--- config.mk ---
export PLATFORM = sky130hd
export DESIGN_NAME = uart_rx
export DESIGN_NICKNAME = d
export VERILOG_FILES = /design/src/rtl/uart_pkg.sv /design/src/rtl/sync_2ff.sv /design/src/rtl/uart_rx.sv
export SDC_FILE = /design/constraint.sdc
export NUM_CORES = 1
export LEC_CHECK = 0
export CAP_MARGIN = 10
export CORE_MARGIN = 2
export CORE_UTILIZATION = 30
export DETAILED_ROUTE_END_ITERATION = 16
export HOLD_SLACK_MARGIN = 0.08
export SYNTH_ARGS = -nofsm -noshare
export SYNTH_HDL_FRONTEND = slang
export SYNTH_SLANG_ARGS = --single-unit
--- constraint.sdc ---
create_clock -name clk -period 1.85 [get_ports clk]
set_input_delay 0.2775 -clock clk [delete_from_list [all_inputs] [get_ports clk]]
set_output_delay 0.2775 -clock clk [all_outputs]
set_load 0.01 [all_outputs]
--- src/rtl/uart_pkg.sv ---
// uart_pkg: state encoding and default frame parameters shared by the UART blocks.
package uart_pkg;
  localparam int FRAME_BITS_DEF = 8;
  localparam int OVERSAMPLE_DEF = 16;
  // Values 0..3 are shared with uart_tx; WAIT_HIGH exists only on the receive side.
  typedef enum logic [2:0] {
    IDLE      = 3'd0,
    START     = 3'd1,
    DATA      = 3'd2,
    STOP      = 3'd3,
    WAIT_HIGH = 3'd4
  } rx_state_t;
endpackage

--- src/rtl/sync_2ff.sv ---
// sync_2ff: two-flop synchronizer with a configurable reset value.
module sync_2ff #(
  parameter int WIDTH = 1,
  parameter logic [WIDTH-1:0] RESET_VAL = '1
) (
  input  logic             clk,
  input  logic             reset,
  input  logic [WIDTH-1:0] d,
  output logic [WIDTH-1:0] q
);
  logic [WIDTH-1:0] meta;
  always_ff @(posedge clk or posedge reset)
    if (reset) {q, meta} <= {RESET_VAL, RESET_VAL};
    else {q, meta} <= {meta, d};
endmodule

--- src/rtl/uart_rx.sv ---
// uart_rx: oversampling UART receiver that aligns to the start-bit midpoint,
// shifts in data LSB-first and checks the stop bit.
module uart_rx import uart_pkg::*; #(
  parameter int FRAME_BITS = FRAME_BITS_DEF,
  parameter int OVERSAMPLE = OVERSAMPLE_DEF
) (
  input  logic                  clk,
  input  logic                  reset,
  input  logic                  baud_tick,
  input  logic                  rx_in,
  output logic [FRAME_BITS-1:0] rx_data,
  output logic                  rx_valid,
  output logic                  frame_err,
  output logic                  rx_busy
);
  localparam int SW = $clog2(OVERSAMPLE);
  localparam int BW = FRAME_BITS > 1 ? $clog2(FRAME_BITS) : 1;
  localparam logic [SW-1:0] S_HALF = SW'(OVERSAMPLE / 2 - 1);
  localparam logic [SW-1:0] S_LAST = SW'(OVERSAMPLE - 1);
  localparam logic [BW-1:0] B_LAST = BW'(FRAME_BITS - 1);
  rx_state_t state, state_n;
  logic [SW-1:0] sidx, sidx_n;
  logic [BW-1:0] bidx, bidx_n;
  logic [FRAME_BITS-1:0] shift, shift_n, data_n;
  logic rx_sync, valid_n, err_n;
  sync_2ff #(.WIDTH(1), .RESET_VAL(1'b1)) u_sync (
    .clk(clk), .reset(reset), .d(rx_in), .q(rx_sync)
  );
  always_comb begin
    state_n = state;
    sidx_n  = sidx;
    bidx_n  = bidx;
    shift_n = shift;
    data_n  = rx_data;
    valid_n = 1'b0;
    err_n   = 1'b0;
    if (baud_tick)
      case (state)
        IDLE: if (!rx_sync) begin
          state_n = START;
          sidx_n  = '0;
        end
        START: if (sidx == S_HALF) begin
          state_n = rx_sync ? IDLE : DATA;
          sidx_n  = '0;
          bidx_n  = '0;
        end else sidx_n = sidx + 1'b1;
        // Sampling one full bit after the start midpoint lands on each data midpoint.
        DATA: if (sidx == S_LAST) begin
          shift_n[bidx] = rx_sync;
          sidx_n  = '0;
          state_n = bidx == B_LAST ? STOP : DATA;
          bidx_n  = bidx == B_LAST ? '0 : bidx + 1'b1;
        end else sidx_n = sidx + 1'b1;
        STOP: if (sidx == S_LAST) begin
          sidx_n  = '0;
          state_n = rx_sync ? IDLE : WAIT_HIGH;
          data_n  = rx_sync ? shift : rx_data;
          valid_n = rx_sync;
          err_n   = !rx_sync;
        end else sidx_n = sidx + 1'b1;
        WAIT_HIGH: state_n = rx_sync ? IDLE : WAIT_HIGH;
        default: state_n = IDLE;
      endcase
  end
  always_ff @(posedge clk or posedge reset)
    if (reset) begin
      state     <= IDLE;
      sidx      <= '0;
      bidx      <= '0;
      shift     <= '0;
      rx_data   <= '0;
      rx_valid  <= 1'b0;
      frame_err <= 1'b0;
    end else begin
      state     <= state_n;
      sidx      <= sidx_n;
      bidx      <= bidx_n;
      shift     <= shift_n;
      rx_data   <= data_n;
      rx_valid  <= valid_n;
      frame_err <= err_n;
    end
  assign rx_busy = state != IDLE;
endmodule

==> impl_metrics.csv, run 1 <==
group,metric,value,unit
floorplanning,core_area,4723,sq um
synth,synth_cell_type_count,39,
placed_design,place.gp.congestion,0.9007,
sta,rsz0062_at_grt,"false",
clock_network,post_cts_buffers,0,
sta,tns,0,ps
sta,maxSlewHeadroom,74.96,%
detailed_routing,drt_wl_total,2598,microns
synth,synth_area_leaders,"dfrtp_1, mux2_4, mux2_2, dfstp_2, nand2_1",
global_route,grt_start_max_net_pins,31,
clock_network,numCtsBuffers,5,
worst_setup_path,crit_type,"reg -> out",
detailed_routing,detail_route.first_pass.iterations,4,
floorplanning,fp-row-count,25,
sta,hold_viol_final,0,
power,power.density,1074,nW/um^2
global_route,grt_pass1_wl,4698,microns
placed_design,dp_hpwl,1854,microns
status,outcome,"finished, final reports clean",
sta,timing.hold.ws,357.6,ps
global_route,grt_usage,11.53,%
worst_setup_path,crit_family,"buffers and inverters",
clock_network,clk_pin_slew,60,ps
worst_setup_path,path_depth,3,
power,p_leak,0.8100,nW
worst_setup_path,cpPeakStageDelay,480,ps
clock_network,cts.sinks,30,
detailed_routing,drc,0,
sta,fmax,0.5703,GHz
global_route,antenna_found_initial,0,
layout,synthToLayoutAreaGrowth,25.88,%
synth,ys_seq_area_share,51.41,%
synth,async_flop_share,100.0,%
worst_setup_path,ff2ff_path_depth,5,
sta,slew_violations,0,
detailed_routing,drtIter0Drc,51,
synth,synth_top_family_by_area,"simple AND/OR/NAND/NOR gates",
synth,synth.area.mux_share,15.03,%
synth,synth.net_count,126,
synth,synthAdderAreaFrac,2.562,%
synth,synth-xor-area-share,0,%
synth,ys_seq_elements,30,
synth,synth_cells,119,
clock_network,cts_tree,"built",
synth,synth_commonest_cells,"dfrtp_1, nand2_1, mux2_4, nor2_1, mux2_2",
global_route,grt_pass1_vias,1040,
synth,syn-mean-instance-area,12.31,sq um
detailed_routing,antenna_left,0,
sta,tightest_slew,375.7,ps
worst_setup_path,worstPathCellList,"nor2_4, nand2_1, clkdlybuf4s50_1",
clock_network,clkLatencyLatePin,290,ps
worst_setup_path,worstPathBufferInverterCount,1,
flow_run,max_cap_violations,0,
floorplanning,die_y,73.89,microns
clock_network,root_buffer,"clkbuf_8",
layout,final_area,1844,sq um
placed_design,dpl_cell_area,1720,sq um
synth,yosys.area_share.simple,18.53,%
power,ir_drop,0.6349,mV
synth,yosysMostFrequentCell,"dfrtp_1",
sta,setup_viol,0,
detailed_routing,wl_per_cell,12.31,microns
floorplanning,io_pins,15,
synth,ys_warn_count,0,
global_route,grt-ovfl-total,0,
sta,post-route-period-util,94.78,%
worst_setup_path,start_kind,"flop",
clock_network,htreeDepth,2,
layout,nets,151,
detailed_routing,vias,1003,
layout,diodes,0,
floorplanning,dieArea,5459,sq um
clock_network,hold_buffers,0,
layout,fillers,448,
synth,post-synth-top-area-cell,"dfrtp_1",
synth,synth_top_area_share,47.82,%
worst_setup_path,cp.required,1570,ps
placed_design,dp_slack,-19.29,ps
detailed_routing,via_per_inst,4.754,
sta,final.setup.worst_slack,96.50,ps
worst_hold_path,hold_class,"in -> async",
synth,ys.flop_type,"dfrtp_1",
sta,period_needed,1754,ps
worst_setup_path,cp.arrival,1480,ps
placed_design,port-buffer-count,14,
worst_setup_path,crit_path_end_kind,"primary output",
floorplanning,die_w,73.89,microns
layout,drive_gt1_share,31.25,%
worst_setup_path,worst_path_max_delay_cell,"clkdlybuf4s50_1",
synth,synth_edf_count,0,
synth,synth.cell_area,1465,sq um
floorplanning,start_util,31.02,%
worst_setup_path,cp_max_fo,8,
synth,synth_compound_area_share,9.223,%
clock_network,max-clock-path-buffers,2,
sta,finalClockSkew,8.784,ps
-- through the flow --
| stage | std cells | util, % | power, mW |
|---|---|---|---|
| global placement | 204 | 36.42 | 1.289 |
| floorplan | 119 | - | 1.150 |
| detailed placement | 204 | 36.42 | 1.308 |
| finish | 211 | 39.05 | 1.980 |
| CTS | 211 | 38.86 | 1.989 |
| global route | 211 | 39.05 | 2.109 |
-- path summary, 6_finish.rpt --
kind	from	end	slack (ps)
worst max-delay path	state[1]	rx_busy	100
worst min-delay path	reset	rx_data[5]	360
worst max register to register	sidx[0]	shift[2]	140
worst min register to register	u_sync.meta	u_sync.q	360
max in group asynchronous	reset	u_sync.q	1170
min in group clk	u_sync.meta	u_sync.q	360
-- cell type report --
class | count | area, sq um | share of cell area, %
Multi-Input combinational cell | 81 | 674.4 | 36.57
Clock inverter | 1 | 30.03 | 1.628
Clock buffer | 6 | 82.58 | 4.478
Tap cell | 67 | 83.83 | 4.545
Inverter | 3 | 11.26 | 0.6106
Sequential cell | 30 | 754.5 | 40.91
Timing Repair Buffer | 23 | 207.7 | 11.26
-- per-layer routing --
layer,global-route usage [%],vias to the layer above,wire length [microns]
met5,0,-,0
met4,3.838,0,36
met3,5.350,3,139
met2,18.15,25,1213
met1,13.88,491,1209
li1,-,484,-
-- cell families after synthesis --
kind of cell / Yosys count
flip-flops: 30
multiplexers: 17
AND/OR/NAND/NOR: 43
AO/OA/AOI/OAI: 18
buffers and inverters: 8
adder cells (fa/ha/maj): 3
-- flip-flops by register name (all words and copies together), names as in the netlist --
register     cells
rx_data          8
u_sync.q         1
sidx             4
u_sync.meta      1
frame_err        1
shift            8
bidx             3
rx_valid         1
state            3
-- tightest hold or removal path: stages --
cell and delay (ps):
clkdlybuf4s50_1 400, inv_1 50, buf_4 330
-- timing repair --
item / CTS / global route
endpoints found under the setup margin: 1 / 5
endpoints found under the hold margin: 0 / 0
resized for setup: 1 / 3
-- cell usage in the layout, fill, tap and decap left out, types with 2 or more instances in the layout --
master           count
nand2b_1             4
nand4_1              3
mux2_4               8
clkbuf_8             6
nand3_1              3
dfstp_2              2
ha_1                 2
nor3_2               2
o21ai_0              4
inv_1                3
buf_4                9
nand2_1             11
clkdlybuf4s50_1     14
nor2_1               7
nor2_4               2
mux2_2               7
o41ai_1              2
a22o_1               3
nor3_1               3
dfrtp_1             27
-- where the power goes --
group / leakage [nW] / switching (mW) / total (mW) / internal [mW]
registers: 0.396 / 0.115 / 0.851 / 0.737
logic: 0.356 / 0.238 / 0.463 / 0.225
clock network: 0.0573 / 0.236 / 0.666 / 0.430
No activity file was read; power rests on OpenSTA's default activity.
==> inputs of run 2 (changes only) <==
--- a/config.mk
+++ b/config.mk
@@ -7,9 +7,10 @@
 export LEC_CHECK = 0
 export CAP_MARGIN = 10
 export CORE_MARGIN = 2
-export CORE_UTILIZATION = 30
+export CORE_UTILIZATION = 40
 export DETAILED_ROUTE_END_ITERATION = 16
 export HOLD_SLACK_MARGIN = 0.08
+export REMOVE_ABC_BUFFERS = 1
 export SYNTH_ARGS = -nofsm -noshare
 export SYNTH_HDL_FRONTEND = slang
 export SYNTH_SLANG_ARGS = --single-unit
==> impl_metrics.csv, run 2 (synthesis results as in run 1) <==
group,metric,value,unit
status,outcome,"finished, final reports clean",
detailed_routing,via_per_inst,5.293,
clock_network,max-clock-path-buffers,2,
power,ir_drop,0.5189,mV
floorplanning,die_w,64.52,microns
layout,most-common-layout-cells,"dfrtp_1, clkdlybuf4s50_1, nand2_1",
detailed_routing,wl_per_cell,13.59,microns
power,power.total,1.845,mW
detailed_routing,drt_wl_total,2555,microns
floorplanning,fp-row-count,21,
layout,drive_gt1_share,29.58,%
floorplanning,io_pins,15,
clock_network,cts.sinks,30,
global_route,antenna_found_initial,0,
layout,fin_util,51.76,%
global_route,grt_usage,14.92,%
clock_network,htreeDepth,2,
power,sequentialPowerShare,46.2,%
worst_setup_path,cp.required,1570,ps
worst_hold_path,hold_class,"in -> async",
power,sw_frac_of_total,30.99,%
detailed_routing,antenna_left,0,
layout,synthToLayoutAreaGrowth,20.67,%
worst_setup_path,crit_family,"flip-flops",
global_route,grt_pass1_wl,4761,microns
worst_setup_path,cp.arrival,1510,ps
placed_design,dpl_cell_area,1672,sq um
clock_network,cts_tree,"built",
floorplanning,start_util,42.89,%
placed_design,dp_hpwl,1813,microns
layout,diodes,0,
placed_design,place.gp.congestion,0.8042,
layout,final_area,1768,sq um
placed_design,dp_slack,-11.59,ps
sta,tightest_slew,377.2,ps
global_route,grt_pass1_vias,1036,
clock_network,clk_pin_slew,100,ps
sta,final.setup.worst_slack,61.84,ps
worst_setup_path,cpPeakStageDelay,480,ps
flow_run,max_cap_violations,0,
clock_network,numCtsBuffers,5,
power,p_int,1.273,mW
sta,period_needed,1788,ps
sta,post-route-period-util,96.66,%
sta,rsz0062_at_grt,"true",
sta,setup_viol,0,
clock_network,post_cts_buffers,0,
worst_setup_path,worstPathBufferInverterCount,1,
worst_setup_path,crit_path_end_kind,"primary output",
worst_setup_path,worstPathCellList,"nor2_4, nand2_1, clkdlybuf4s50_1",
worst_setup_path,cp_max_fo,8,
power,power.density,1044,nW/um^2
floorplanning,core_area,3416,sq um
sta,fmax,0.5592,GHz
sta,slew_violations,0,
power,p_comb_share,24.5,%
layout,nets,148,
power,p_switching,571.8,uW
layout,fin_cells,188,
floorplanning,die_y,64.52,microns
power,p_leak,0.7849,nW
global_route,grt-ovfl-total,0,
placed_design,dp.cells,180,
detailed_routing,drtIter0Drc,20,
sta,finalClockSkew,13.01,ps
clock_network,root_buffer,"clkbuf_4",
clock_network,clkLatencyLatePin,330,ps
power,p_clk_share,29.3,%
detailed_routing,vias,995,
detailed_routing,detail_route.first_pass.iterations,4,
sta,maxSlewHeadroom,74.86,%
worst_setup_path,start_kind,"flop",
global_route,grt_start_max_net_pins,31,
placed_design,port-buffer-count,14,
detailed_routing,drc,0,
sta,hold_viol_final,0,
worst_setup_path,crit_type,"reg -> out",
worst_setup_path,worst_path_max_delay_cell,"dfrtp_2",
layout,largestRegisters,"rx_data: 8 flops, shift: 8 flops, sidx: 4 flops",
floorplanning,dieArea,4163,sq um
layout,final_common_cell,"dfrtp_1",
[run 2: changes by cell type in the layout (fill, tap and decap cells not counted), sizes merged]
| cell | delta |
|---|---|
| clkbuf | +1 |
| buf | -3 |
[run 2: through the flow]
step | TNS (ps) | hold WS, ps
detailed placement | -17.33 | 347.3
finish | 0 | 320.8
CTS | 0 | 334.2
global placement | 0 | 346.6
floorplan | 0 | 282.0
global route | -15.00 | 321.6
[run 2: final cells by class]
type | count | area (sq um)
clock inverter | 1 | 30.03
timing repair buffer | 20 | 185.2
sequential | 30 | 754.5
clock buffer | 7 | 55.05
inverter | 3 | 11.26
fill | 322 | 1648
multi-input combinational | 81 | 674.4
tap | 46 | 57.56
[run 2: power by group through the flow]
stage / sequential [mW] / combinational, mW / clock (mW)
finish: 0.853 / 0.452 / 0.540
detailed placement: 0.850 / 0.445 / 0
CTS: 0.847 / 0.450 / 0.557
floorplan: 0.848 / 0.293 / 0
global placement: 0.846 / 0.433 / 0
global route: 0.871 / 0.500 / 0.598
[run 2: worst min-delay path, stage by stage]
cell             delay [ps]
clkdlybuf4s50_1         400
inv_1                    50
buf_4                   340
[run 2: final timing paths]
kind / cells past startpoint / startpoint / slack, ps / endpoint
setup / recovery: 3 / state[1] / 60 / rx_busy
hold / removal: 3 / reset / 320 / shift[4]
setup reg to reg: 5 / sidx[0] / 140 / shift[2]
hold reg to reg: 0 / u_sync.meta / 360 / u_sync.q
max in group asynchronous: 3 / reset / 1220 / u_sync.q
min in group clk: 1 / rx_in / 350 / u_sync.meta
[run 2: timing repair]
| item | CTS | global route |
|---|---|---|
| hold buffers | 0 | 0 |
| setup endpoints to repair | 1 | 4 |
| gates resized for setup | 2 | 2 |
[run 2: metal layers]
layer  vias up  part of all wire, %  track usage (%)
met3         5                  4.0            5.208
met1       495                   46            18.10
met5         -                    0                0
li1        478                    -                -
met2        17                   48            23.96
met4         0                  2.0            6.649
==> inputs of run 3 (changes only) <==
--- a/config.mk
+++ b/config.mk
@@ -9,7 +9,6 @@
 export CORE_MARGIN = 2
 export CORE_UTILIZATION = 40
 export DETAILED_ROUTE_END_ITERATION = 16
-export HOLD_SLACK_MARGIN = 0.08
 export REMOVE_ABC_BUFFERS = 1
 export SYNTH_ARGS = -nofsm -noshare
 export SYNTH_HDL_FRONTEND = slang
==> results of run 3 <==
The final DEF is identical to that of run 2; final timing and power are the same.
